File: src/rtl/pipe_pkg.sv
// Shared types for the pipeline hazard/forwarding controller.
package pipe_pkg;

    // Slot register-address width; any REG_AW up to this value is zero-extended into it.
    localparam int SLOT_AW = 8;

    // Stage in which a branch/jump resolves.
    localparam int BR_EXE = 1;
    localparam int BR_MEM = 2;

    // EXE operand source select.
    typedef enum logic [1:0] {
        FWD_RF  = 2'b00,
        FWD_WB  = 2'b01,
        FWD_MEM = 2'b10
    } fwd_sel_t;

    // Shadow copy of one in-flight instruction's hazard-relevant fields.
    typedef struct packed {
        logic               valid;
        logic               reg_write;
        logic               mem_to_reg;
        logic [SLOT_AW-1:0] dst;
        logic [SLOT_AW-1:0] rs;
        logic [SLOT_AW-1:0] rt;
        logic               use_rs;
        logic               use_rt;
    } shadow_slot_t;

    // A slot produces a forwardable result only if it really writes a non-zero register.
    function automatic logic slot_live(input shadow_slot_t s);
        return s.valid & s.reg_write & (s.dst != '0);
    endfunction

endpackage

File: src/rtl/pipe_hazard_ctrl_fwd_sel.sv
// Operand forwarding select for one EXE source: the youngest live producer wins.
module fwd_sel
    import pipe_pkg::*;
(
    input  logic [SLOT_AW-1:0] i_src,
    input  logic               i_use,
    input  shadow_slot_t       i_mem,
    input  shadow_slot_t       i_wb,
    output fwd_sel_t           o_sel
);

    // Only the write-back fields of the producer slots matter here.
    logic w_unused;
    assign w_unused = ^{i_mem.mem_to_reg, i_mem.rs, i_mem.rt, i_mem.use_rs, i_mem.use_rt,
                        i_wb.mem_to_reg,  i_wb.rs,  i_wb.rt,  i_wb.use_rs,  i_wb.use_rt};

    // MEM result is newer than WB result, so it takes precedence on a double match.
    always_comb begin
        o_sel = FWD_RF;
        if (i_use) begin
            if (slot_live(i_mem) && (i_mem.dst == i_src)) begin
                o_sel = FWD_MEM;
            end else if (slot_live(i_wb) && (i_wb.dst == i_src)) begin
                o_sel = FWD_WB;
            end
        end
    end

endmodule

File: src/rtl/pipe_hazard_ctrl.sv
// Hazard and forwarding controller for the 5-stage MIPS pipeline.
// Optional macro HAZ_PERF_EN adds saturating stall/flush performance counters.
module pipe_hazard_ctrl
    import pipe_pkg::*;
#(
    parameter int REG_AW   = 5,
    parameter int BR_STAGE = 2,
    parameter int CNT_W    = 32
) (
    input  logic              clk,
    input  logic              clr,
    input  logic              id_valid,
    input  logic [REG_AW-1:0] id_rs,
    input  logic [REG_AW-1:0] id_rt,
    input  logic              id_use_rs,
    input  logic              id_use_rt,
    input  logic              id_reg_write,
    input  logic              id_mem_to_reg,
    input  logic [REG_AW-1:0] id_dst,
    input  logic              br_taken,
    input  logic              mem_busy,
    output logic              pc_en,
    output logic              ifid_en,
    output logic              idex_en,
    output logic              exmem_en,
    output logic              memwb_en,
    output logic              ifid_flush,
    output logic              idex_flush,
    output logic              exmem_flush,
    output logic [1:0]        fwd_a,
    output logic [1:0]        fwd_b
`ifdef HAZ_PERF_EN
    ,
    output logic [CNT_W-1:0]  stall_cnt,
    output logic [CNT_W-1:0]  flush_cnt
`endif
);

    localparam logic BR_AT_MEM = (BR_STAGE == BR_MEM);

    shadow_slot_t r_ex, r_mem, r_wb;
    shadow_slot_t w_id;
    logic         w_load_use;
    logic         w_ex_hit;
    fwd_sel_t     w_fwd_a, w_fwd_b;

    // Pack the ID instruction into slot form.
    always_comb begin
        w_id            = '0;
        w_id.valid      = id_valid;
        w_id.reg_write  = id_reg_write;
        w_id.mem_to_reg = id_mem_to_reg;
        w_id.dst        = SLOT_AW'(id_dst);
        w_id.rs         = SLOT_AW'(id_rs);
        w_id.rt         = SLOT_AW'(id_rt);
        w_id.use_rs     = id_use_rs;
        w_id.use_rt     = id_use_rt;
    end

    // A load in EX whose result a used ID source needs cannot be forwarded in time.
    always_comb begin
        w_ex_hit   = (id_use_rs && (r_ex.dst == w_id.rs)) ||
                     (id_use_rt && (r_ex.dst == w_id.rt));
        w_load_use = id_valid && slot_live(r_ex) && r_ex.mem_to_reg && w_ex_hit;
    end

    // Priority: reset, freeze, taken flush, load-use stall, normal advance.
    always_comb begin
        pc_en       = 1'b1;
        ifid_en     = 1'b1;
        idex_en     = 1'b1;
        exmem_en    = 1'b1;
        memwb_en    = 1'b1;
        ifid_flush  = 1'b0;
        idex_flush  = 1'b0;
        exmem_flush = 1'b0;
        if (!clr) begin
            if (mem_busy) begin
                pc_en    = 1'b0;
                ifid_en  = 1'b0;
                idex_en  = 1'b0;
                exmem_en = 1'b0;
                memwb_en = 1'b0;
            end else if (br_taken) begin
                ifid_flush  = 1'b1;
                idex_flush  = 1'b1;
                exmem_flush = BR_AT_MEM;
            end else if (w_load_use) begin
                pc_en      = 1'b0;
                ifid_en    = 1'b0;
                idex_flush = 1'b1;
            end
        end
    end

    // Shadow slots follow the real pipeline registers: hold on freeze, bubble on flush/stall.
    always_ff @(posedge clk) begin
        if (clr) begin
            r_ex.valid  <= 1'b0;
            r_mem.valid <= 1'b0;
            r_wb.valid  <= 1'b0;
        end else if (!mem_busy) begin
            r_wb  <= r_mem;
            r_mem <= (br_taken && BR_AT_MEM) ? '0 : r_ex;
            r_ex  <= (br_taken || w_load_use) ? '0 : w_id;
        end
    end

    fwd_sel u_fwd_a (
        .i_src (r_ex.rs),
        .i_use (r_ex.valid & r_ex.use_rs),
        .i_mem (r_mem),
        .i_wb  (r_wb),
        .o_sel (w_fwd_a)
    );

    fwd_sel u_fwd_b (
        .i_src (r_ex.rt),
        .i_use (r_ex.valid & r_ex.use_rt),
        .i_mem (r_mem),
        .i_wb  (r_wb),
        .o_sel (w_fwd_b)
    );

    assign fwd_a = clr ? 2'b00 : w_fwd_a;
    assign fwd_b = clr ? 2'b00 : w_fwd_b;

`ifdef HAZ_PERF_EN
    logic [CNT_W-1:0] r_stall_cnt, r_flush_cnt;

    // Saturating event counters; a frozen cycle is not an event.
    always_ff @(posedge clk) begin
        if (clr) begin
            r_stall_cnt <= '0;
            r_flush_cnt <= '0;
        end else if (!mem_busy) begin
            if (br_taken) begin
                if (r_flush_cnt != '1) r_flush_cnt <= r_flush_cnt + CNT_W'(1);
            end else if (w_load_use) begin
                if (r_stall_cnt != '1) r_stall_cnt <= r_stall_cnt + CNT_W'(1);
            end
        end
    end

    assign stall_cnt = r_stall_cnt;
    assign flush_cnt = r_flush_cnt;
`else
    localparam int unused_cnt_w = CNT_W;
`endif

endmodule

File: config.mk
export PLATFORM = sky130hd
export DESIGN_NAME = pipe_hazard_ctrl
export DESIGN_NICKNAME = d
export VERILOG_FILES = /design/src/rtl/pipe_pkg.sv /design/src/rtl/pipe_hazard_ctrl_fwd_sel.sv /design/src/rtl/pipe_hazard_ctrl.sv
export SDC_FILE = /design/constraint.sdc
export NUM_CORES = 1
export LEC_CHECK = 0
export BUFFER_PORTS_ARGS = -buffer_cell sky130_fd_sc_hd__buf_2
export CORE_MARGIN = 10
export CORE_UTILIZATION = 39
export CTS_CLUSTER_DIAMETER = 100
export CTS_CLUSTER_SIZE = 12
export DETAILED_ROUTE_END_ITERATION = 8
export PLACE_DENSITY = 0.64
export SLEW_MARGIN = 5
export SYNTH_ARGS = -nofsm -noshare
export SYNTH_HDL_FRONTEND = slang
export SYNTH_SLANG_ARGS = --single-unit
File: constraint.sdc
create_clock -name clk -period 4.6 [get_ports clk]
set_input_delay 0.92 -clock clk [delete_from_list [all_inputs] [get_ports clk]]
set_output_delay 0.92 -clock clk [all_outputs]
set_load 0.05 [all_outputs]
-- After elaboration in Yosys (flattened, before gate mapping)
Index checks and enable logic that the tools add are counted.
- reduce and logical (&&, ||, !) cells: 15
- muxes and demuxes: 23
- bitwise gates (word level): 10
- equal/unequal tests: 6
- operators with widths (operator ; count):
    29-bit 2-to-1 mux ; 2
    8-bit equality test ; 4
    8-bit nonzero test ; 3
    8-bit by 5-bit equality test with 1-bit output ; 2
    1-bit 2-to-1 mux ; 15
    2-bit 2-to-1 mux ; 6
    1-bit logical AND ; 9
    1-bit AND ; 8
    1-bit logical OR ; 2
    1-bit inverter ; 2
    2-bit AND reduction ; 1
- output and inout bits: 12
- input port bits: 24
- flip-flop bits (word level): 49
- logic and storage cells: 71

-- Longest topological paths before layout
Gate-level depths: netlist of run 1.
- depth after elaboration: 9
- depth in mapped cells: 6

-- By module
From an unflattened synthesis of run 1, not the netlist that was laid out.
- cell total of the unflattened synthesis: 211
- area, all modules: 2846.5 um^2
- modules (own cells, without submodules) (module ; cells an instance ; times used ; area an instance (um^2)):
    pipe_hazard_ctrl ; 147 ; 1 ; 2373.5
    fwd_sel ; 32 ; 2 ; 236.5

-- Worst setup path before layout of run 1
Ideal clock, no wire load.
- path kind: input to output
- from: in mem_busy
- to: out ifid_flush
- arrival time: 3.193 ns
- path buffers: 1
- stages on the path: 3
- data required time: 3.680 ns
- path slack: 0.487 ns
- path through: nor2_1 -> and2_1 -> buf_4
- longest elaborated chain between the ends: 2
- ends and longest elaborated chain (what ; line ; source):
    from (decl) ; pipe_hazard_ctrl.sv:21 ; input logic mem_busy,
    1-bit 2-to-1 mux (2 in a row) ; n/a ;
    to (decl) ; pipe_hazard_ctrl.sv:27 ; output logic ifid_flush,
Every way passes these cells.

-- Worst setup path in the final report of run 1
- from: in id_rs[1]
- to: out idex_flush
- longest elaborated chain between the ends: 8
- ends and longest elaborated chain (what ; line ; source):
    from (decl) ; pipe_hazard_ctrl.sv:13 ; input logic [REG_AW-1:0] id_rs,
    8-bit by 5-bit equality test with 1-bit output ; pipe_hazard_ctrl.sv:62 ; w_ex_hit = (id_use_rs && (r_ex.dst == w_id.rs)) ||
    1-bit logical AND ; pipe_hazard_ctrl.sv:62 ;
    1-bit logical OR ; pipe_hazard_ctrl.sv:62 ;
    1-bit logical AND ; pipe_hazard_ctrl.sv:64 ; w_load_use = id_valid && slot_live(r_ex) && r_ex.mem_to_reg && w_ex_hit;
    1-bit 2-to-1 mux ; pipe_hazard_ctrl.sv:88 ; end else if (w_load_use) begin
    1-bit 2-to-1 mux ; pipe_hazard_ctrl.sv:84 ; end else if (br_taken) begin
    1-bit 2-to-1 mux ; pipe_hazard_ctrl.sv:78 ; if (mem_busy) begin
    1-bit 2-to-1 mux ; pipe_hazard_ctrl.sv:77 ; if (!clr) begin
    to (decl) ; pipe_hazard_ctrl.sv:28 ; output logic idex_flush,
Every way passes these cells.

==> results.ini, run 1 <==
[final_layout]
drive_gt1_share_pct = 26.4
final_common_cell = buf_2
seq_area_um2 = 991
n_antenna_cell = 0
multi_input_area_um2 = 668
final_cell_mix = buf_2, edfxtp_1, and2_1, xnor2_1, xor2_1
nets = 197
nFillCells = 389
area_delta_synth_final_pct = 16.8
final_util_pct = 48.3

[worst_setup_path]
rrSetupSlack_ns = 2.47
cp_slowest_stage_delay_ns = 0.88
cp-end-kind = output port
path_cells = buf_2, xnor2_1, nand4_1, o22ai_1, a21oi_1, nor3_1, buf_2
crit_family = compound AO/OA/AOI/OAI gates
crit_type = input port to output port
cp.buffers_inverters = 2
crit_top_cell = buf_2
critPathLaunchType = input port
required_ns = 3.68
arrival_ns = 2.58
worstPathMaxFanout = 21
cpMaxStageDelayCell = a21oi_1

[global_route]
grt_pass1_wl_mm = 5.87
grt_max_degree = 34
grt_overflow = 0
grt_pass1_vias = 1229
grt.total_usage_pct = 10.0
antenna_found_initial = 0

[floorplanning]
rows = 23
pin_count = 36
chipHeight_um = 86.1
initial_utilization_pct = 41.4
die_area_um2 = 7410
core_area_um2 = 4120
dieWidth_um = 86.1

[sta]
setup_slack_ns = 1.10
tightestPinTransition_ns = 1.14
hold_viol = 0
skew_ns = 0.00335
maxSlewViolCount = 0
fin_setup_tns_ns = 0
fin_crit_sh_pct = 76.2
rsz0062_at_grt = no
slew_headroom_pct = 23.8
setup_viol = 0
period_minus_slack_ns = 3.50
timing.fmax_mhz = 285

[yosys]
synth_cell_types = 28
ys_top_cells_by_area = edfxtp_1, xnor2_1, and2_1
async_flop_share_pct = 0
avgSynthCellArea_um2 = 12.4
ys_ff_latch = 34
synth_top_cell_area_share_pct = 54.7
synth_area_um2 = 1700
synth_area_leader_cell = edfxtp_1
synthesis.nets = 161
syn_inst = 137
seq_area_frac_synth_pct = 58.2
synth_edf_count = 31
ys.flop_type = edfxtp_1
yosys_warnings = 0

[worst_hold_path]
timing.hold.worst.class = register to register

[route]
drt_iter0_drc = 74
wl_per_cell_um = 15.7
wl_mm = 3.52
viasPerCell = 4.89
drc = 0
first_pass_iters = 3
via_count = 1096
ant_nets = 0

[clock_tree]
post-cts-setup-buffers = 0
clock_latency_ns = 0.28
cts_buffers = 5
cts_tree = built
path_clk_slew_ns = 0.07
htree_levels = 2
clock_sinks = 34
clk_path_buf_depth = 2
cts_resized = 0
cts_hold_buffers = 0
root_buffer = clkbuf_8

[place]
detailedPlace.worstSlack_ns = 1.09
port_buffers = 35
dp_hpwl_mm = 2.81
routabilityCongestion = 0.880

[pwr]
power_uw = 649
power_per_cell_area_nw_per_um2 = 326
vdd_drop_max_mv = 0.181
power.leakage_nw = 0.721

[run]
maxCapViolations = 0

[status]
status = completed

==> worst paths after layout <==
check / start / end / cells after the start
max: id_rs[1] / idex_flush / 7
min: r_mem[27] / r_wb[27] / 0
max reg2reg: r_ex[21] / r_ex[4] / 5
min reg2reg: r_mem[27] / r_wb[27] / 0
==> flip-flops by register name (all words and copies together) (netlist names) <==
| name | count |
|---|---|
| r_ex | 20 |
| r_mem | 7 |
| r_wb | 7 |
==> worst reg2reg max path: stages, from the launching register on <==
cell	delay [ns]
edfxtp_1	0.48
xnor2_1	0.19
nand4_1	0.09
o22ai_1	0.11
a21oi_1	0.88
and2_1	0.25
==> logic make-up after synthesis <==
logic type | synth area share, %
buf+inv | 2.72
simple gates | 19.7
xor+xnor | 15.4
compound gates | 3.38
mux | 0.588
flops | 58.2
==> per-stage QoR <==
stage	instances	instance area, um^2	hold slack (ns)
floorplan	137	1700	0.447
detailed placement	216	1910	0.473
global placement	216	1910	0.467
finish	224	1990	0.485
global route	224	1990	0.505
CTS	224	1990	0.491
==> metal layers <==
layer | share of wire (%) | GRT usage [%] | up-vias
met4 | 2.4 | 4.94 | 0
met5 | 0 | 0 | -
met2 | 50 | 16.0 | 31
li1 | - | - | 552
met3 | 7.8 | 5.49 | 10
met1 | 40 | 10.6 | 503
==> layout make-up <==
class / instances / share of cell area [%]
clock inverters: 2 / 0.440
clock buffers: 6 / 3.65
well taps: 50 / 3.14
repair buffers: 36 / 9.18
flip-flops and latches: 34 / 49.8
multi-input cells: 95 / 33.6
inverters: 1 / 0.189
==> power breakdown <==
group,switching [mW],internal [mW]
Combinational,0.0419,0.0325
Sequential,0.0148,0.355
Clock,0.100,0.104
Total,0.157,0.492
==> synthesized netlist by cell type (all sizes together) (2+ instances only) <==
master  count
and2       20
xor2       14
nor2b       8
nand4       3
o211ai      2
dfxtp       3
a21oi       3
nor2        7
nor4        4
nand2       3
edfxtp     31
clkbuf      3
xnor2      16
or4         3
buf         4
nor3        2
nand3       3
No activity file was read; power rests on OpenSTA's default activity.
==> run 2: changes to the inputs <==
Clock period 4.6 ns to 3.7 ns, I/O delays scaled along.
==> results.ini, run 2 (synthesis results as in run 1) <==
[floorplanning]
pin_count = 36
initial_utilization_pct = 41.4
dieWidth_um = 86.1
die_area_um2 = 7410
rows = 23
chipHeight_um = 86.1
core_area_um2 = 4120

[final_layout]
n_antenna_cell = 0
reg_top3 = r_ex x20, r_mem x7, r_wb x7
largest_register_ffs = 20
area_delta_synth_final_pct = 17.3
drive_gt1_share_pct = 26.4
nets = 197
layout.cells.non_filler = 224
final_cell_mix = buf_2, edfxtp_1, and2_1, xnor2_1, xor2_1
final_common_cell = buf_2
regMostFlops = r_ex

[worst_setup_path]
cp.buffers_inverters = 2
required_ns = 2.96
cp_slowest_stage_delay_ns = 0.91
worstPathMaxFanout = 21
crit_top_cell = buf_2
arrival_ns = 2.41
crit_family = compound AO/OA/AOI/OAI gates
crit_type = input port to output port
path_cells = buf_2, xnor2_1, nand4_1, o22ai_1, a21oi_1, nor3_1, buf_2
cpMaxStageDelayCell = a21oi_1
cp-end-kind = output port
critPathLaunchType = input port

[global_route]
grt_pass1_vias = 1237
grt_overflow = 0
grt_max_degree = 33
grt_pass1_wl_mm = 5.70
grt.total_usage_pct = 9.46
antenna_found_initial = 0

[pwr]
power_per_cell_area_nw_per_um2 = 411
vdd_drop_max_mv = 0.201
power.leakage_nw = 0.724
power_uw = 822

[run]
maxCapViolations = 0

[route]
met1Wirelength_mm = 1.41
highest_layer = met4
wl_per_cell_um = 15.3
ant_nets = 0
via_count = 1098
dr_wl_met3_um = 301
wl_mm = 3.44
wl_met2_mm = 1.65
viasPerCell = 4.90
first_pass_iters = 4
drc = 0
drt_iter0_drc = 64

[sta]
fin_setup_tns_ns = 0
rsz0062_at_grt = no
setup_viol = 0
tightestPinTransition_ns = 1.18
timing.fmax_mhz = 317
fin_crit_sh_pct = 85.2
setup_slack_ns = 0.548
skew_ns = 0.00331
maxSlewViolCount = 0
slew_headroom_pct = 21.0
hold_viol = 0
period_minus_slack_ns = 3.15

[clock_tree]
clock_sinks = 34
cts_tree = built
cts_hold_buffers = 0
clk_path_buf_depth = 2
path_clk_slew_ns = 0.06
post-cts-setup-buffers = 0
cts_resized = 0
cts_buffers = 5
htree_levels = 2
clock_latency_ns = 0.28
root_buffer = clkbuf_8

[place]
dp_hpwl_mm = 2.70
detailedPlace.worstSlack_ns = 0.543
routabilityCongestion = 0.852
numPlacedInstances = 216
port_buffers = 35

[worst_hold_path]
timing.hold.worst.class = register to register

[status]
status = completed

==> run 2: final timing paths <==
| kind | startpoint | depth (start not counted) | to | slack [ns] |
|---|---|---|---|---|
| max | id_rs[4] | 7 | idex_flush | 0.55 |
| min | r_mem[27] | 0 | r_wb[27] | 0.48 |
| max reg2reg | r_ex[19] | 4 | r_ex[0] | 1.56 |
| min reg2reg | r_mem[27] | 0 | r_wb[27] | 0.48 |
==> run 2: power breakdown <==
| group | total [mW] | internal, mW | leakage (nW) | switching (mW) |
|---|---|---|---|---|
| Sequential | 0.459 | 0.442 | 0.308 | 0.0176 |
| Clock | 0.270 | 0.151 | 0.0455 | 0.119 |
| Combinational | 0.0926 | 0.0405 | 0.370 | 0.0521 |
==> run 2: metrics by stage <==
stage	hold WS (ns)	instance area [um^2]	util [%]
5_1_grt	0.498	2000	48.6
3_5_place_dp	0.468	1910	46.4
6_report	0.481	2000	48.6
3_3_place_gp	0.463	1910	46.4
2_1_floorplan	0.447	1710	-
4_1_cts	0.483	2000	48.6
==> run 2: per-layer routing <==
| layer | vias to the layer above | track usage, % |
|---|---|---|
| met5 | - | 0 |
| met4 | 0 | 4.64 |
| met3 | 9 | 4.82 |
| met2 | 34 | 15.3 |
| met1 | 503 | 9.89 |
| li1 | 552 | - |
==> run 2: cell type report <==
| type | instances | area [um^2] |
|---|---|---|
| Clock buffer | 8 | 90.1 |
| Inverter | 1 | 3.75 |
| Multi-Input combinational cell | 95 | 668 |
| Timing Repair Buffer | 36 | 183 |
| Fill cell | 395 | 2120 |
| Sequential cell | 34 | 991 |
| Tap cell | 50 | 62.6 |
